**config.mk**
```make
export PLATFORM = sky130hd
export DESIGN_NAME = ro_edge_counter
export DESIGN_NICKNAME = d
export VERILOG_FILES = /design/src/rtl/ro_puf_pkg.sv /design/src/rtl/ro_sync_edge.sv /design/src/rtl/ro_edge_counter.sv
export SDC_FILE = /design/constraint.sdc
export NUM_CORES = 1
export LEC_CHECK = 0
export CORE_UTILIZATION = 35
export DETAILED_ROUTE_END_ITERATION = 16
export REMOVE_ABC_BUFFERS = 1
export SLEW_MARGIN = 40
export SYNTH_ARGS = -nofsm -noshare
export SYNTH_HDL_FRONTEND = slang
export SYNTH_SLANG_ARGS = --single-unit
export TNS_END_PERCENT = 100
```
**constraint.sdc**
```tcl
create_clock -name clk -period 3.4 [get_ports clk]
set_input_delay 0.34 -clock clk [delete_from_list [all_inputs] [get_ports clk]]
set_output_delay 0.34 -clock clk [all_outputs]
set_load 0.01 [all_outputs]
```
**src/rtl/ro_puf_pkg.sv**
```systemverilog
// Shared definitions for the ring-oscillator edge counter: default widths,
// settle length and the measurement FSM state encoding.
`timescale 1ns/1ps
package ro_puf_pkg;

    localparam int CNT_W_DEF  = 16;
    localparam int WIN_W_DEF  = 16;
    localparam int SETTLE_LEN = 2;

    typedef enum logic [1:0] {
        IDLE   = 2'd0,
        SETTLE = 2'd1,
        COUNT  = 2'd2,
        DONE   = 2'd3
    } ro_state_e;

endpackage

```
**src/rtl/ro_sync_edge.sv**
```systemverilog
// Brings the asynchronous ring-oscillator output into clk through two flops,
// then produces a registered one-cycle pulse on each synchronized rising edge.
`timescale 1ns/1ps
module ro_sync_edge (
    input  logic clk,
    input  logic rst,
    input  logic ro_in,
    output logic rise
);

    logic sync1;
    logic sync2;
    logic prev;

    always_ff @(posedge clk or posedge rst) begin
        if (rst) begin
            sync1 <= 1'b0;
            sync2 <= 1'b0;
            prev  <= 1'b0;
            rise  <= 1'b0;
        end else begin
            sync1 <= ro_in;
            sync2 <= sync1;
            prev  <= sync2;
            rise  <= sync2 & ~prev;
        end
    end

endmodule

```
**src/rtl/ro_edge_counter.sv**
```systemverilog
// Counts ro_in rising edges over a programmable window of clk cycles.
// Define RO_CNT_SAT_EN to saturate the count and report overflow on ovf;
// otherwise the count wraps and ovf is tied low.
//
// state  | meaning
// IDLE   | waiting for start; count/ovf hold the last result
// SETTLE | synchronizer pipeline flushing, edges discarded
// COUNT  | window open, detected edges are counted
// DONE   | one-cycle result strobe on done
`timescale 1ns/1ps
module ro_edge_counter
    import ro_puf_pkg::*;
#(
    parameter int CNT_W = CNT_W_DEF,
    parameter int WIN_W = WIN_W_DEF
) (
    input  logic             clk,
    input  logic             rst,
    input  logic             ro_in,
    input  logic             start,
    input  logic [WIN_W-1:0] win_len,
    output logic             busy,
    output logic             done,
    output logic [CNT_W-1:0] count,
    output logic             ovf
);

    localparam logic [WIN_W-1:0] SETTLE_LAST = WIN_W'(SETTLE_LEN - 1);

    ro_state_e        state_q;
    ro_state_e        state_nxt;
    logic [WIN_W-1:0] tmr_q;
    logic [WIN_W-1:0] tmr_nxt;
    logic [WIN_W-1:0] win_q;
    logic             accept;
    logic             cnt_en;
    logic             rise;

    ro_sync_edge u_sync_edge (
        .clk   (clk),
        .rst   (rst),
        .ro_in (ro_in),
        .rise  (rise)
    );

    always_ff @(posedge clk or posedge rst) begin
        if (rst) begin
            state_q <= IDLE;
            tmr_q   <= '0;
            done    <= 1'b0;
        end else begin
            state_q <= state_nxt;
            tmr_q   <= tmr_nxt;
            done    <= (state_nxt == DONE);
        end
    end

    // One down-counter times both SETTLE and COUNT; phases end at terminal zero.
    always_comb begin
        state_nxt = state_q;
        tmr_nxt   = tmr_q;
        accept    = 1'b0;
        cnt_en    = 1'b0;
        unique case (state_q)
            IDLE: begin
                if (start) begin
                    accept    = 1'b1;
                    tmr_nxt   = SETTLE_LAST;
                    state_nxt = SETTLE;
                end
            end
            SETTLE: begin
                if (tmr_q == '0) begin
                    if (win_q == '0) begin
                        state_nxt = DONE;
                    end else begin
                        tmr_nxt   = win_q - WIN_W'(1);
                        state_nxt = COUNT;
                    end
                end else begin
                    tmr_nxt = tmr_q - WIN_W'(1);
                end
            end
            COUNT: begin
                cnt_en = rise;
                if (tmr_q == '0) begin
                    state_nxt = DONE;
                end else begin
                    tmr_nxt = tmr_q - WIN_W'(1);
                end
            end
            DONE: begin
                state_nxt = IDLE;
            end
            default: begin
                state_nxt = IDLE;
            end
        endcase
    end

    assign busy = (state_q != IDLE);

    always_ff @(posedge clk or posedge rst) begin
        if (rst) begin
            win_q <= '0;
        end else if (accept) begin
            win_q <= win_len;
        end
    end

`ifdef RO_CNT_SAT_EN
    logic ovf_q;

    always_ff @(posedge clk or posedge rst) begin
        if (rst) begin
            count <= '0;
            ovf_q <= 1'b0;
        end else if (accept) begin
            count <= '0;
            ovf_q <= 1'b0;
        end else if (cnt_en) begin
            if (count == {CNT_W{1'b1}}) begin
                ovf_q <= 1'b1;
            end else begin
                count <= count + CNT_W'(1);
            end
        end
    end

    assign ovf = ovf_q;
`else
    always_ff @(posedge clk or posedge rst) begin
        if (rst) begin
            count <= '0;
        end else if (accept) begin
            count <= '0;
        end else if (cnt_en) begin
            count <= count + CNT_W'(1);
        end
    end

    assign ovf = 1'b0;
`endif

endmodule

```
After elaboration in Yosys (flattened, before gate mapping)

Cells that the tools add are included.

Flip-flop bits (word level): 55
Input port bits: 20

Add/subtract/negate cells: 3
Equal/unequal tests: 7
Mux-type cells: 15
Bitwise gates (word level): 2
Reduce and logical (&&, ||, !) cells: 7

Operators by type and width:

| operator                                                              | number |
|---|---|
| 16-bit two-way mux                                                    | 6 |
| 16-bit case mux with 3 select lines                                   | 1 |
| 16-bit zero test                                                      | 2 |
| 16-bit by 1-bit subtractor with 16-bit output, second input constant  | 2 |
| 16-bit by 1-bit adder with 16-bit output, second input constant       | 1 |
| 2-bit case mux with 4 select lines                                    | 1 |
| 2-bit equality test, second input constant                            | 3 |
| 2-bit two-way mux                                                     | 3 |
| 1-bit two-way mux                                                     | 4 |
| 2-bit inequality test, second input constant                          | 2 |
| 4-bit AND reduction                                                   | 1 |
| 2-bit nonzero test                                                    | 2 |
| 3-bit inequality test, second input constant                          | 1 |
| 3-bit nonzero test                                                    | 1 |
| 2-bit by 1-bit equality test with 1-bit output, second input constant | 1 |
| 2-bit zero test                                                       | 1 |
| 1-bit bitwise AND                                                     | 1 |
| 1-bit NOT                                                             | 1 |

Logic depth before layout (Yosys ltp)

Gate-level depths: netlist (run 1).

Word-level depth: 5
Gate-level depth with buffers: 10
Depth with buffers taken out: 8

Hierarchy

From an unflattened synthesis (run 1), not the netlist that was laid out.

Cell total of the unflattened synthesis: 347
Area total of the unflattened synthesis: 3211.8 sq um

By module, submodules not included:

| module          | times used | cells each | area each (sq um) | seq. area each (sq um) |
|---|---|---|---|---|
| ro_edge_counter | 1          | 341        | 3094.2            | 1276.2 |
| ro_sync_edge    | 1          | 6          | 117.6             | 100.1 |

Worst setup path after synthesis (run 1)

OpenSTA, ideal clock, no wires.

Path type: register -> register
Start: reg win_q[0]
End: reg tmr_q[15]
Library setup time: 0.120 ns
Arrival time: 2.468 ns
Required time: 3.280 ns
Path slack: 0.811 ns
Cell stages (with the launch flop): 11
Path buffers: 2
Clock period less this slack: 2.589 ns
Path through: dfrtp_1 -> inv_1 -> ha_1 -> or3b_2 -> clkbuf_1 -> nor3_1 -> nand3_1 -> a22o_1 -> and2_1 -> buf_2 -> a31o_2

Longest elaborated chain between the ends: 4

RTL lines:

| what                                          | line                   | source |
|---|---|---|
| start, declared                               | ro_edge_counter.sv:34  | `logic [WIN_W-1:0] win_q;` |
| start signal, assigned                        | ro_edge_counter.sv:107 | `win_q <= win_len;` |
| 16-bit by 1-bit subtractor with 16-bit output | ro_edge_counter.sv:77  | `tmr_nxt = win_q - WIN_W'(1);` |
| 16-bit two-way mux                            | ro_edge_counter.sv:74  | `if (win_q == '0) begin` |
| 16-bit two-way mux                            | ro_edge_counter.sv:73  | `if (tmr_q == '0) begin` |
| 16-bit case mux with 3 select lines           | ro_edge_counter.sv:64  | `unique case (state_q)` |
| end signal, assigned                          | ro_edge_counter.sv:53  | `tmr_q <= tmr_nxt;` |
| end, declared                                 | ro_edge_counter.sv:32  | `logic [WIN_W-1:0] tmr_q;` |

Several ways; a longest one is shown, not always the timed one. The select of a mux whose other input is x is not followed.
A chain may end at the register's enable or synchronous reset.

Final worst setup path (run 1)

Same ends and word-level chain as after synthesis.

==> results by group, run 1 <==
Pwr
  – Power density cells: ~930 mW/mm^2
  – Combinational share of power: 0.577
  – Leak: about 0.0017 uW
  – Switching share of power: 0.476
  – Reg power frac: 0.307
  – NetSw: about 1600 uW
  – Worst vdd ir: between 0.3 and 0.4 mV
  – P_int: approximately 1800 uW
  – Clock Power Share: 0.116

Critical path
  – R2r startpoint: win_q[0]
  – Worst Setup Start Kind: flop
  – Critical Path Slowest Stage Cell: or3b_2
  – Crit Path Class: flop to flop
  – WP data arrival: about 3200 ps
  – Worst EP required: 3620 ps
  – Crit path max fanout: 19
  – CP Capture Type: flop
  – Launch point of the worst path: win_q[0]
  – Max stage delay on crit path: 530 ps
  – Critical Path, Cell by Cell: inv_1 > ha_1 > or3b_2 > nor3_1 > nand3_1 > a22o_1 > and2_1 > a31o_2

CTS
  – Hold-fix buffer count after cts: 0
  – PostCTS Resize Cnt: 0
  – Clock latency on the worst-skew pair: 320 ps
  – CTS sink count: 55
  – Total CTS buffers: 5
  – CTS root buf: clkbuf_8
  – H-tree depth: 2
  – Bufs on Longest Clock Path: 2
  – # Post-CTS Setup Buffers: 0
  – CTS tree: done
  – CTS clk-pin slew, worst paths: roughly 120 ps

Routing
  – DRT iter0 DRCs: around 130
  – Final wirelength: between 7000 and 8000 um
  – DRT Pass-1 Iters: 4
  – Post-route DRC violation count: 0
  – Antenna viol nets, final: 0
  – Vias: 2,638
  – Via density: 5.30
  – WL/cell: roughly 15 um

GRT
  – GRT met2 Usage: 0.261
  – GRT busiest layer: met2
  – Initial antenna violation count: 0
  – Vias in the first global route: around 2,600
  – Largest net degree at the start of global routing: 43
  – M3 GR Usage: 0.0376
  – First-pass GRT wire length: 12,900 um
  – Gr usage total: 0.166
  – Grt ovf: 0
  – Met1 GRT Util: 0.233

STA
  – Crit path time final: 2940 ps
  – Final hold vios: 0
  – Clock skew: about 13 ps
  – Setup-failing EPs final: 0
  – Relative slew slack: 0.581
  – Ratio of final minimum period to clock period: 0.865
  – RSZ-0062 raised after global routing: no
  – Pin slew with the least headroom to its limit: 622 ps
  – Max Slew Vio Count: 0
  – FMAX: between 300 and 400 MHz
  – Setup TNS: 0 ps

Die
  – Core Box Area: approximately 0.0087 sq mm
  – Die H: slightly below 100 um
  – Initial core utilization: 0.362
  – Rows: 34
  – Die width: 97.0 um
  – Ports: 39
  – Die area: about 0.0094 sq mm

Layout
  – NumNets Final: 418
  – Multi-input logic area: between 0.0015 and 0.002 sq mm
  – Leading cell type in the layout, fill and taps excluded: nand2_1
  – ANT cells: 0
  – Fillers: between 800 and 900
  – Utilization after layout: 0.427
  – FF/Latch Area: roughly 0.0014 sq mm
  – Layout cell share with drive strength beyond 1: 0.0641
  – Syn-to-layout area delta: 17.7%
  – Commonest non-fill, non-tap cells in the layout: nand2_1 (71), dfrtp_1 (55), clkdlybuf4s50_1 (37), nor2_1 (29), o21ai_0 (22)

Yosys
  – Synth top area share: 0.436
  – Synth area leaders: dfrtp_1 (44%), nand2_1 (8.4%), xor2_1 (4.2%), xnor2_1 (3.6%), ha_1 (3.6%)
  – Post-synthesis sequential area ratio: 0.436
  – Synthesized instance count: 356
  – Cell Area, Synth: approximately 0.0032 sq mm
  – Syn. warnings: 0
  – Netlist cell types: between 50 and 60
  – Asr flop ratio synth: 1.00
  – Syn Area/Cell: between 8 and 9 sq um
  – Post-synth EDFFs: 0
  – Seq cells post-synth: 55
  – Cell taking the most area after synthesis: dfrtp_1
  – Prevailing post-synth register cell: dfrtp_1

Place
  – GPL Wtd Cong: 0.873
  – Port Buf Inserts: 37
  – Hpwl dp: 5320 um

Min path
  – HP Class: input port to asynchronous set/reset pin

Status
  – Outcome: complete, no violations

Flow run
  – Max Cap Viol: 0
[layer usage]
metal  wire [um]  vias to the layer above
met2        3380                       72
met5           0                        -
met4          70                        0
li1            -                     1303
met3         387                        8
met1        3680                     1255
[registers in the layout, indices dropped and copies added (netlist names)]
| register | flops |
|---|---|
| count | 16 |
| done | 1 |
| state_q | 2 |
| tmr_q | 16 |
| u_sync_edge.prev | 1 |
| u_sync_edge.rise | 1 |
| u_sync_edge.sync1 | 1 |
| u_sync_edge.sync2 | 1 |
| win_q | 16 |
[worst max-delay path, delay by kind of cell, from the launching register on]
family,cells,cell delay (ps)
AOI/OAI and AO/OA,2,740
adders and majority gates,1,180
buffers and inverters,1,90
DFF,1,430
and+or+nand+nor,4,1410
[cell families after synthesis]
logic type	synth area share
AOI/OAI and AO/OA	0.145
xor gates and xnor gates	0.0776
adders and majority gates	0.0356
buffers and inverters	0.0412
DFF	0.436
muxes	0.00634
other	0.00119
and+or+nand+nor	0.257
[worst paths after layout]
check / end / slack (ps) / depth (start not counted)
setup / recovery: tmr_q[15] / 460 / 8
hold / removal: u_sync_edge.prev / 270 / 2
setup reg to reg: tmr_q[15] / 460 / 8
hold reg to reg: u_sync_edge.sync2 / 370 / 0
max in group asynchronous: win_q[3] / 2290 / 3
min in group clk: u_sync_edge.sync2 / 370 / 0
[cell usage after synthesis, drive strengths merged, types with 2 or more instances]
cell and number:
a21o 2, a22o 9, and4 2, or3 6
nand4 4, inv 13, xor2 15, and3 2
nand3 11, o21ai 22, dfrtp 55, buf 4
mux2i 2, or4 5, nor2 31, xnor2 13
nand2 71, o31ai 2, o22ai 4, a32oi 3
clkbuf 12, or4b 2, and2 7, ha 9
nor2b 2, o2bb2ai 6, a21oi 8, nor4 6
nor3 12
[through the flow]
step                      total power, uW  instance area (sq um)  hold slack, ps  setup WS, ps  cells
after floorplan                      2450                   3080             331           754    340
after global placement               3020                   3620             332           606    490
after detailed placement             3030                   3620             340           475    490
after CTS                            3450                   3720             278           455    498
after global routing                 3780                   3720             288           265    498
final                                3460                   3720             266           460    498
[area by class of cell]
class                      count  area share
sequential                    55       0.370
clock buffer                   5      0.0185
inverter                      13      0.0131
tap                          108      0.0363
multi-input combinational    272       0.445
timing repair buffer          42       0.110
clock inverter                 3     0.00740
[power by group through the flow]
stage               clock network, uW  registers (uW)  logic [uW]
global route                      439            1100        2250
global placement                    0            1070        1950
finish                            403            1060        2000
floorplan                           0            1010        1440
detailed placement                  0            1070        1960
CTS                               412            1060        1980
Power figures use the tool's default switching activity.
==> run 2, diff against run 1 <==
--- a/config.mk
+++ b/config.mk
@@ -5,6 +5,7 @@
 export SDC_FILE = /design/constraint.sdc
 export NUM_CORES = 1
 export LEC_CHECK = 0
+export CORE_MARGIN = 2
 export CORE_UTILIZATION = 35
 export DETAILED_ROUTE_END_ITERATION = 16
 export REMOVE_ABC_BUFFERS = 1
==> run 2 against run 1 <==
Global-route usage down 0.62 points. Maximum frequency up 0.40%. Non-clock buffer count unchanged. Via count about the same. Die area up 4.2%. Combinational power about the same.
==> results by group, run 2 (same netlist as run 1, synthesis figures left out) <==
STA
  – Relative slew slack: 0.607 (+0.0258)
  – Final hold vios: 0 (unchanged)
  – Max Slew Vio Count: 0 (unchanged)
  – RSZ-0062 raised after global routing: no
  – Setup-failing EPs final: 0 (unchanged)
  – Crit path time final: 2930 ps (-11.7 ps)
  – Pin slew with the least headroom to its limit: 589 ps (-33.0 ps)
  – FMAX: 342 MHz (+0.40%)
  – Setup TNS: 0 ps (unchanged)
  – Ratio of final minimum period to clock period: 0.861 (-0.00345)
  – Clock skew: 9.06 ps (-3.74 ps)

CTS
  – Bufs on Longest Clock Path: 2 (unchanged)
  – PostCTS Resize Cnt: 0 (unchanged)
  – H-tree depth: 2 (unchanged)
  – CTS root buf: clkbuf_8
  – CTS sink count: 55 (unchanged)
  – CTS tree: done
  – # Post-CTS Setup Buffers: 0 (unchanged)
  – CTS clk-pin slew, worst paths: 110 ps (about the same)
  – Clock latency on the worst-skew pair: 320 ps (about the same)
  – Hold-fix buffer count after cts: 0 (unchanged)
  – Total CTS buffers: 5 (unchanged)

Layout
  – Design area: 0.00373 sq mm (+0.17%)
  – Largest registers: count (16), tmr_q (16), win_q (16)
  – Leading cell type in the layout, fill and taps excluded: nand2_1
  – Syn-to-layout area delta: 17.9%
  – Fin cells: 498 (unchanged)
  – ANT cells: 0 (unchanged)
  – NumNets Final: 418 (unchanged)
  – Layout cell share with drive strength beyond 1: 0.0641 (unchanged)
  – Commonest non-fill, non-tap cells in the layout: nand2_1 (71), dfrtp_1 (55), clkdlybuf4s50_1 (37), nor2_1 (29), o21ai_0 (22)

GRT
  – Vias in the first global route: 2,507 (-5.2%)
  – Gr usage total: 0.160 (-0.00625)
  – Grt ovf: 0 (unchanged)
  – Initial antenna violation count: 0 (unchanged)
  – Largest net degree at the start of global routing: 36 (-16%)
  – First-pass GRT wire length: 12,700 um (-1.9%)

Routing
  – WL/cell: 15.2 um (+0.97%)
  – DRT iter0 DRCs: 85 (-36%)
  – Vias: 2,640 (+0.076%)
  – Post-route DRC violation count: 0 (unchanged)
  – Via density: 5.30 (about the same)
  – Antenna viol nets, final: 0 (unchanged)
  – Final wirelength: 7590 um (+0.97%)
  – DRT Pass-1 Iters: 6 (+2)

Place
  – Placed cells: 490 (unchanged)
  – GPL Wtd Cong: 0.880 (+0.87%)
  – Hpwl dp: 5400 um (+1.5%)
  – Port Buf Inserts: 37 (unchanged)
  – Placed cell area: 0.00362 sq mm (unchanged)

Die
  – Ports: 39 (unchanged)
  – Die area: 0.00980 sq mm (+4.2%)
  – Die H: 99.0 um (+2.1%)
  – Core Box Area: 0.00872 sq mm (unchanged)
  – Rows: 34 (unchanged)
  – Initial core utilization: 0.362 (unchanged)
  – Die width: 99.0 um (+2.1%)

Pwr
  – Leak: 0.00167 uW (+0.40%)
  – Power density cells: 933 mW/mm^2 (+0.27%)
  – Worst vdd ir: 0.302 mV (-5.5%)
  – Final Power: 3480 uW (+0.44%)

Critical path
  – Critical Path Slowest Stage Cell: or3b_2
  – Worst EP required: 3620 ps (about the same)
  – WP data arrival: 3150 ps (about the same)
  – CP Capture Type: flop
  – Worst Setup Start Kind: flop
  – Crit path max fanout: 19 (unchanged)
  – Critical Path, Cell by Cell: inv_1 > ha_1 > or3b_2 > nor3_1 > nand3_1 > a22o_1 > and2_1 > a31o_2
  – Crit Path Class: flop to flop
  – Max stage delay on crit path: 530 ps (about the same)

Min path
  – HP Class: input port to asynchronous set/reset pin

Status
  – Outcome: complete, no violations

Flow run
  – Max Cap Viol: 0 (unchanged)
## run 2: cell types whose count changed in the layout (fill, tap and decap cells not counted), sizes merged
cell      change
clkbuf        +1
clkinv        +1
clkinvlp      -1
inv           -1
## run 2: stage by stage
stage	utilization	worst slack [ps]	hold slack (ps)
final	0.427	472	338
after floorplan	-	754	331
after CTS	0.427	484	343
after global routing	0.427	270	373
after detailed placement	0.415	502	339
after global placement	0.415	583	334
## run 2: final timing paths
check	to	startpoint	slack, ps	cells past startpoint
setup / recovery	tmr_q[15]	win_q[0]	470	8
hold / removal	u_sync_edge.rise	rst	340	2
setup reg to reg	tmr_q[15]	win_q[0]	470	8
hold reg to reg	u_sync_edge.sync2	u_sync_edge.sync1	360	0
max in group asynchronous	win_q[1]	rst	2240	3
min in group clk	u_sync_edge.sync2	u_sync_edge.sync1	360	0
## run 2: layer usage
metal | global-route usage | share of wire
met4 | 0.0400 | 0.011
met2 | 0.243 | 0.45
met1 | 0.236 | 0.49
met3 | 0.0305 | 0.047
met5 | 0 | 0
## run 2: layout make-up
| cell class | instances | area (sq um) |
|---|---|---|
| multi-input cells | 272 | 1660 |
| well taps | 108 | 135 |
| repair buffers | 42 | 408 |
| clock inverters | 2 | 20.0 |
| flip-flops and latches | 55 | 1380 |
| clock buffers | 6 | 82.6 |
| inverters | 13 | 48.8 |
| fillers | 860 | 4990 |
## run 2: critical path, delay by kind of cell, from the launching register on
family / cells / cell delay [ps]
flops: 1 / 430
fa+ha+maj: 1 / 180
simple gates: 4 / 1400
compound gates: 2 / 740
buf+inv: 1 / 80
## run 2: where the power goes
group          switching, uW  internal (uW)  total [uW]
Clock                    243            172         415
Sequential               222            841        1060
Combinational           1180            819        2000
